**src/rtl/bank_stream_initiator.sv**
```systemverilog
// Strided burst initiator for the banked transpose SRAM: issues len reads or writes,
// collects read responses in a credit-protected FIFO and presents them on a valid/ready port.
module bank_stream_initiator #(
   parameter int ADDR_W     = 12,
   parameter int DATA_W     = 16,
   parameter int LEN_W      = 8,
   parameter int FIFO_DEPTH = 4
) (
   input  logic              clk,
   input  logic              rst_n,
   input  logic              start,
   input  logic              cfg_we,
   input  logic [ADDR_W-1:0] cfg_base,
   input  logic [ADDR_W-1:0] cfg_stride,
   input  logic [LEN_W-1:0]  cfg_len,
   input  logic              wr_valid,
   input  logic [DATA_W-1:0] wr_data,
   output logic              wr_ready,
   output logic              out_valid,
   output logic [DATA_W-1:0] out_data,
   input  logic              out_ready,
   output logic              req_v,
   output logic              req_we,
   output logic [ADDR_W-1:0] req_addr,
   output logic [DATA_W-1:0] req_wdata,
   input  logic              req_ready,
   input  logic              rsp_v,
   input  logic [DATA_W-1:0] rsp_rdata,
   output logic              busy,
   output logic              done,
   output logic              err
);
   // state | meaning
   // IDLE  | waiting for start, configuration latched on start
   // RUN   | issuing requests, one element per fire
   // DRAIN | read burst: all issued, waiting for FIFO to empty
   // FIN   | one-cycle done pulse
   typedef enum logic [1:0] {S_IDLE, S_RUN, S_DRAIN, S_FIN} state_t;

   localparam int PTR_W = $clog2(FIFO_DEPTH);
   localparam int CNT_W = PTR_W + 1;
   localparam logic [CNT_W:0] DEPTH_C = (CNT_W+1)'(FIFO_DEPTH);

   state_t              state_q, state_nxt;
   logic                we_q;
   logic [ADDR_W-1:0]   addr_q, stride_q;
   logic [LEN_W-1:0]    rem_q;
   logic                inflight_q;
   logic                err_q;
   logic [DATA_W-1:0]   mem [FIFO_DEPTH];
   logic [PTR_W-1:0]    wr_ptr_q, rd_ptr_q;
   logic [CNT_W-1:0]    count_q, count_nxt;
   logic [CNT_W:0]      occ;
   logic                room, fire, last, push, pop, start_acc;

   assign start_acc = (state_q == S_IDLE) && start;
   assign fire      = req_v && req_ready;
   assign last      = (rem_q == LEN_W'(1));
   assign push      = rsp_v && inflight_q;
   assign pop       = out_valid && out_ready;
   // Credit check counts the read already in flight so the response always finds room.
   assign occ       = {1'b0, count_q} + {{CNT_W{1'b0}}, inflight_q};
   assign room      = (occ < DEPTH_C);
   assign count_nxt = count_q + {{PTR_W{1'b0}}, push} - {{PTR_W{1'b0}}, pop};

   always_ff @(posedge clk or negedge rst_n) begin
      if (!rst_n) state_q <= S_IDLE;
      else        state_q <= state_nxt;
   end

   always_comb begin
      state_nxt = state_q;
      case (state_q)
         S_IDLE:  if (start) state_nxt = (cfg_len == '0) ? S_FIN : S_RUN;
         S_RUN:   if (fire && last) state_nxt = we_q ? S_FIN : S_DRAIN;
         S_DRAIN: if (!inflight_q && count_nxt == '0) state_nxt = S_FIN;
         S_FIN:   state_nxt = S_IDLE;
         default: state_nxt = S_IDLE;
      endcase
   end

   always_comb begin
      req_v     = 1'b0;
      req_we    = 1'b0;
      req_addr  = '0;
      req_wdata = '0;
      wr_ready  = 1'b0;
      busy      = (state_q != S_IDLE);
      done      = (state_q == S_FIN);
      if (state_q == S_RUN) req_v = we_q ? wr_valid : room;
      if (req_v) begin
         req_we    = we_q;
         req_addr  = addr_q;
         req_wdata = we_q ? wr_data : '0;
      end
      wr_ready = we_q && fire;
   end

   always_ff @(posedge clk or negedge rst_n) begin
      if (!rst_n) begin
         we_q       <= 1'b0;
         addr_q     <= '0;
         stride_q   <= '0;
         rem_q      <= '0;
         inflight_q <= 1'b0;
         err_q      <= 1'b0;
      end else begin
         if (start_acc) begin
            we_q     <= cfg_we;
            addr_q   <= cfg_base;
            stride_q <= cfg_stride;
            rem_q    <= cfg_len;
         end else if (fire) begin
            addr_q <= addr_q + stride_q;
            rem_q  <= rem_q - LEN_W'(1);
         end
         inflight_q <= fire && !we_q;
         if (rsp_v && !inflight_q) err_q <= 1'b1;
         else if (start_acc)       err_q <= 1'b0;
      end
   end

   always_ff @(posedge clk or negedge rst_n) begin
      if (!rst_n) begin
         wr_ptr_q <= '0;
         rd_ptr_q <= '0;
         count_q  <= '0;
      end else begin
         if (push) wr_ptr_q <= wr_ptr_q + PTR_W'(1);
         if (pop)  rd_ptr_q <= rd_ptr_q + PTR_W'(1);
         count_q <= count_nxt;
      end
   end

   always_ff @(posedge clk) begin
      if (push) mem[wr_ptr_q] <= rsp_rdata;
   end

   assign err       = err_q;
   assign out_valid = (count_q != '0);
   assign out_data  = out_valid ? mem[rd_ptr_q] : '0;

endmodule

```
**config.mk**
```make
export PLATFORM = sky130hd
export DESIGN_NAME = bank_stream_initiator
export DESIGN_NICKNAME = d
export VERILOG_FILES = /design/src/rtl/bank_stream_initiator.sv
export SDC_FILE = /design/constraint.sdc
export NUM_CORES = 1
export LEC_CHECK = 0
export ABC_CLOCK_PERIOD_IN_PS = 5000
export CAP_MARGIN = 20
export CORE_AREA = 4 4 94 140
export DETAILED_ROUTE_END_ITERATION = 8
export DIE_AREA = 0 0 98 144
export PLACE_DENSITY = 0.72
export SYNTH_ARGS = -nofsm -noshare
export SYNTH_HDL_FRONTEND = slang
export SYNTH_SLANG_ARGS = --single-unit
```
**constraint.sdc**
```tcl
create_clock -name clk -period 5 [get_ports clk]
set_input_delay 0.75 -clock clk [delete_from_list [all_inputs] [get_ports clk]]
set_output_delay 0.75 -clock clk [all_outputs]
set_load 0.05 [all_outputs]
```
==> reports/metrics.yaml <==
worstPathArrival_ns: 4.16
crit_top_cell: "inv_1"
critical-path-slowest-cell: "or3_1"
cts_tree: "yes"
rsz0062_at_grt: "no"
grt_pass1_wl_um: 19530
dp.cells: 665
cts_buffer_depth: 2
r2r_cells: 12
postSynth.asyncResetShare_pct: 40.74
clk-insertion-delay-late_ns: 0.34
timing_hold_violations_final: 0
status: "finished clean"
timing.final.crit_share_pct: 78.31
remaining_drc_errors: 0
synthFlopType: "edfxtp_1"
final_cell_count_no_fill: 683
synth_area_sq_mm: 0.005238
ioPinCount: 123
setup_viol: 0
worst_pin_slew_ns: 0.8515
finalSetupTns_ns: 0
cts-root-buf: "clkbuf_16"
fp.coreArea_sq_mm: 0.01196
vdd_drop_max_v: 0.0003494
worst-path-stages: 12
cp_max_fo: 18
yosys.area.top_type: "edfxtp_1"
grt_remaining_overflow: 0
cts_resized: 0
viasPerCell: 5.253
ys_ff_latch: 108
fin_nets: 624
synthesis.nets: 503
grt_max_degree: 47
whs_ns: 0.3022
final_area_sq_mm: 0.006933
die_width_um: 98
postCtsSetupRepairBufs: 0
cts.clk_slew.worst_paths_ns: 0.08
synth_most_common_cell: "edfxtp_1"
synth_edf_count: 64
synth_fa_ha_area_share_pct: 6.737
cap_violations: 0
htree_levels: 3
final_antenna_net_count: 0
fin_ws_ns: 1.085
ys_seq_area_share_pct: 57.72
placed_area_sq_mm: 0.006595
r2r-start: "count_q[1]$_DFF_PN0_"
max_stage_delay_ns: 0.61
synth.area.top_cells: "edfxtp_1 37%, dfrtp_1 21%, mux4_2 6.9%"
gp_congestion: 0.8336
path_buf_inv: 3
numClockSinks: 108
routedWlPerCell_um: 17.44
syn_to_final_growth_pct: 32.37
n_antenna_cell: 0
rows: 49
hp-class: "in -> async"
synth-compound-area-share_pct: 7.095
portBuffers: 122
grt_antenna_before_repair: 0
clock_skew_ns: 0.009154
muxShareOfSynthArea_pct: 9.890
ys_top_cells_by_count: "64 x edfxtp_1, 47 x and2_1, 44 x dfrtp_1"
synthXorXnorAreaFrac_pct: 3.010
relSlewSlack_pct: 43.23
synth_top_area_share_pct: 36.69
fin_util_pct: 57.99
drt_iter0_drc: 87
r2r-end: "state_q[0]$_DFFE_PN0P_"
critical_path_class: "reg -> reg"
first_pass_iters: 4
dp.final_hpwl_um: 8831
die_y_um: 144
min_period_ns: 3.915
grt_usage_pct: 17.54
avgSynthCellArea_sq_um: 12.96
crit_family: "simple AND/OR/NAND/NOR gates"
synth_cells: 404
ctsHoldBuffers: 0
required_ns: 5.24
die_area_sq_mm: 0.01411
initial_core_util_pct: 43.81
synth_top_family_by_area: "simple AND/OR/NAND/NOR gates"
crit_chain: "or3_1, and2_1, ha_1, inv_1, ha_1, inv_1, fa_1, inv_1, or4_1, a222oi_1, o21ai_1, a22oi_1"
leakage_nw: 2.677
power_density_mw_per_mm2: 615.9
numCtsBuffers: 9
fillers: 992
first_global_vias: 3990
vias: 3588
drt_wl_total_um: 11910
slew_viol_final: 0
synth-simple-area-share_pct: 13.23
p_total_mw: 4.270
dp_slack_ns: 0.9746
synthDistinctLibCells: 44
critPathLaunchType: "register"
reg2reg_slack_ns: 1.08
end_kind: "register"
drive_gt1_share_pct: 10.38
fmax_mhz: 255.4
ys_warn_count: 0
registers in the layout, indices dropped and copies added (netlist names):
name and cells:
wr_ptr_q 2, we_q 1, count_q 3, err 1, mem 64, rem_q 8
state_q 2, rd_ptr_q 2, stride_q 12, inflight_q 1, addr_q 12
report_power, final:
part / internal (mW) / leakage (nW) / switching, mW / total, mW
combinational: 0.961 / 1.45 / 1.28 / 2.24
sequential: 1.14 / 1.09 / 0.199 / 1.34
clock: 0.351 / 0.140 / 0.339 / 0.690
total: 2.45 / 2.68 / 1.82 / 4.27
how the worst max path moves through the flow:
stage,startpoint,to,slack [ns]
after floorplan,count_q[1]$_DFF_PN0_,state_q[0]$_DFFE_PN0P_,1.63
after CTS,count_q[1]$_DFF_PN0_,state_q[0]$_DFFE_PN0P_,1.07
after global routing,state_q[1]$_DFFE_PN0P_,wr_ready,0.84
after global placement,rsp_v,state_q[0]$_DFFE_PN0P_,1.16
after detailed placement,rsp_v,state_q[0]$_DFFE_PN0P_,0.97
final,count_q[1]$_DFF_PN0_,state_q[0]$_DFFE_PN0P_,1.08
metal layers:
metal	up-vias	wire [um]	track usage [%]
li1	1716	-	-
met1	1725	4604	19.36
met2	130	6380	32.63
met3	17	685	4.006
met4	0	243	6.856
met5	-	0	0
layout make-up:
cell class	count	area [sq um]	area share (%)
Inverter	15	56.30	0.8121
Clock buffer	9	225.2	3.249
Multi-Input combinational cell	265	2093	30.19
Clock inverter	7	65.06	0.9385
Timing Repair Buffer	126	1279	18.44
Sequential cell	108	3023	43.60
Tap cell	153	191.4	2.761
layout by cell type (no fill, tap or decap), types with 12 or more instances in the layout:
cell             count
clkdlybuf4s50_1    121
edfxtp_1            64
and2_1              47
dfrtp_1             44
nor2_1              30
ha_1                25
a21oi_1             24
nand2_1             22
mux4_2              16
inv_1               15
mux2_2              14
xnor2_1             12
cell families (layout without fill, tap and decap cells):
| family | Yosys count | count (layout) |
|---|---|---|
| flip-flops | 108 | 108 |
| XOR/XNOR | 18 | 18 |
| AND/OR/NAND/NOR | 129 | 129 |
| AO/OA/AOI/OAI | 61 | 61 |
| buffers and inverters | 31 | 157 |
| adder cells (fa/ha/maj) | 27 | 27 |
| multiplexers | 30 | 30 |
Note: power is estimated with default switching activity, not from simulation.
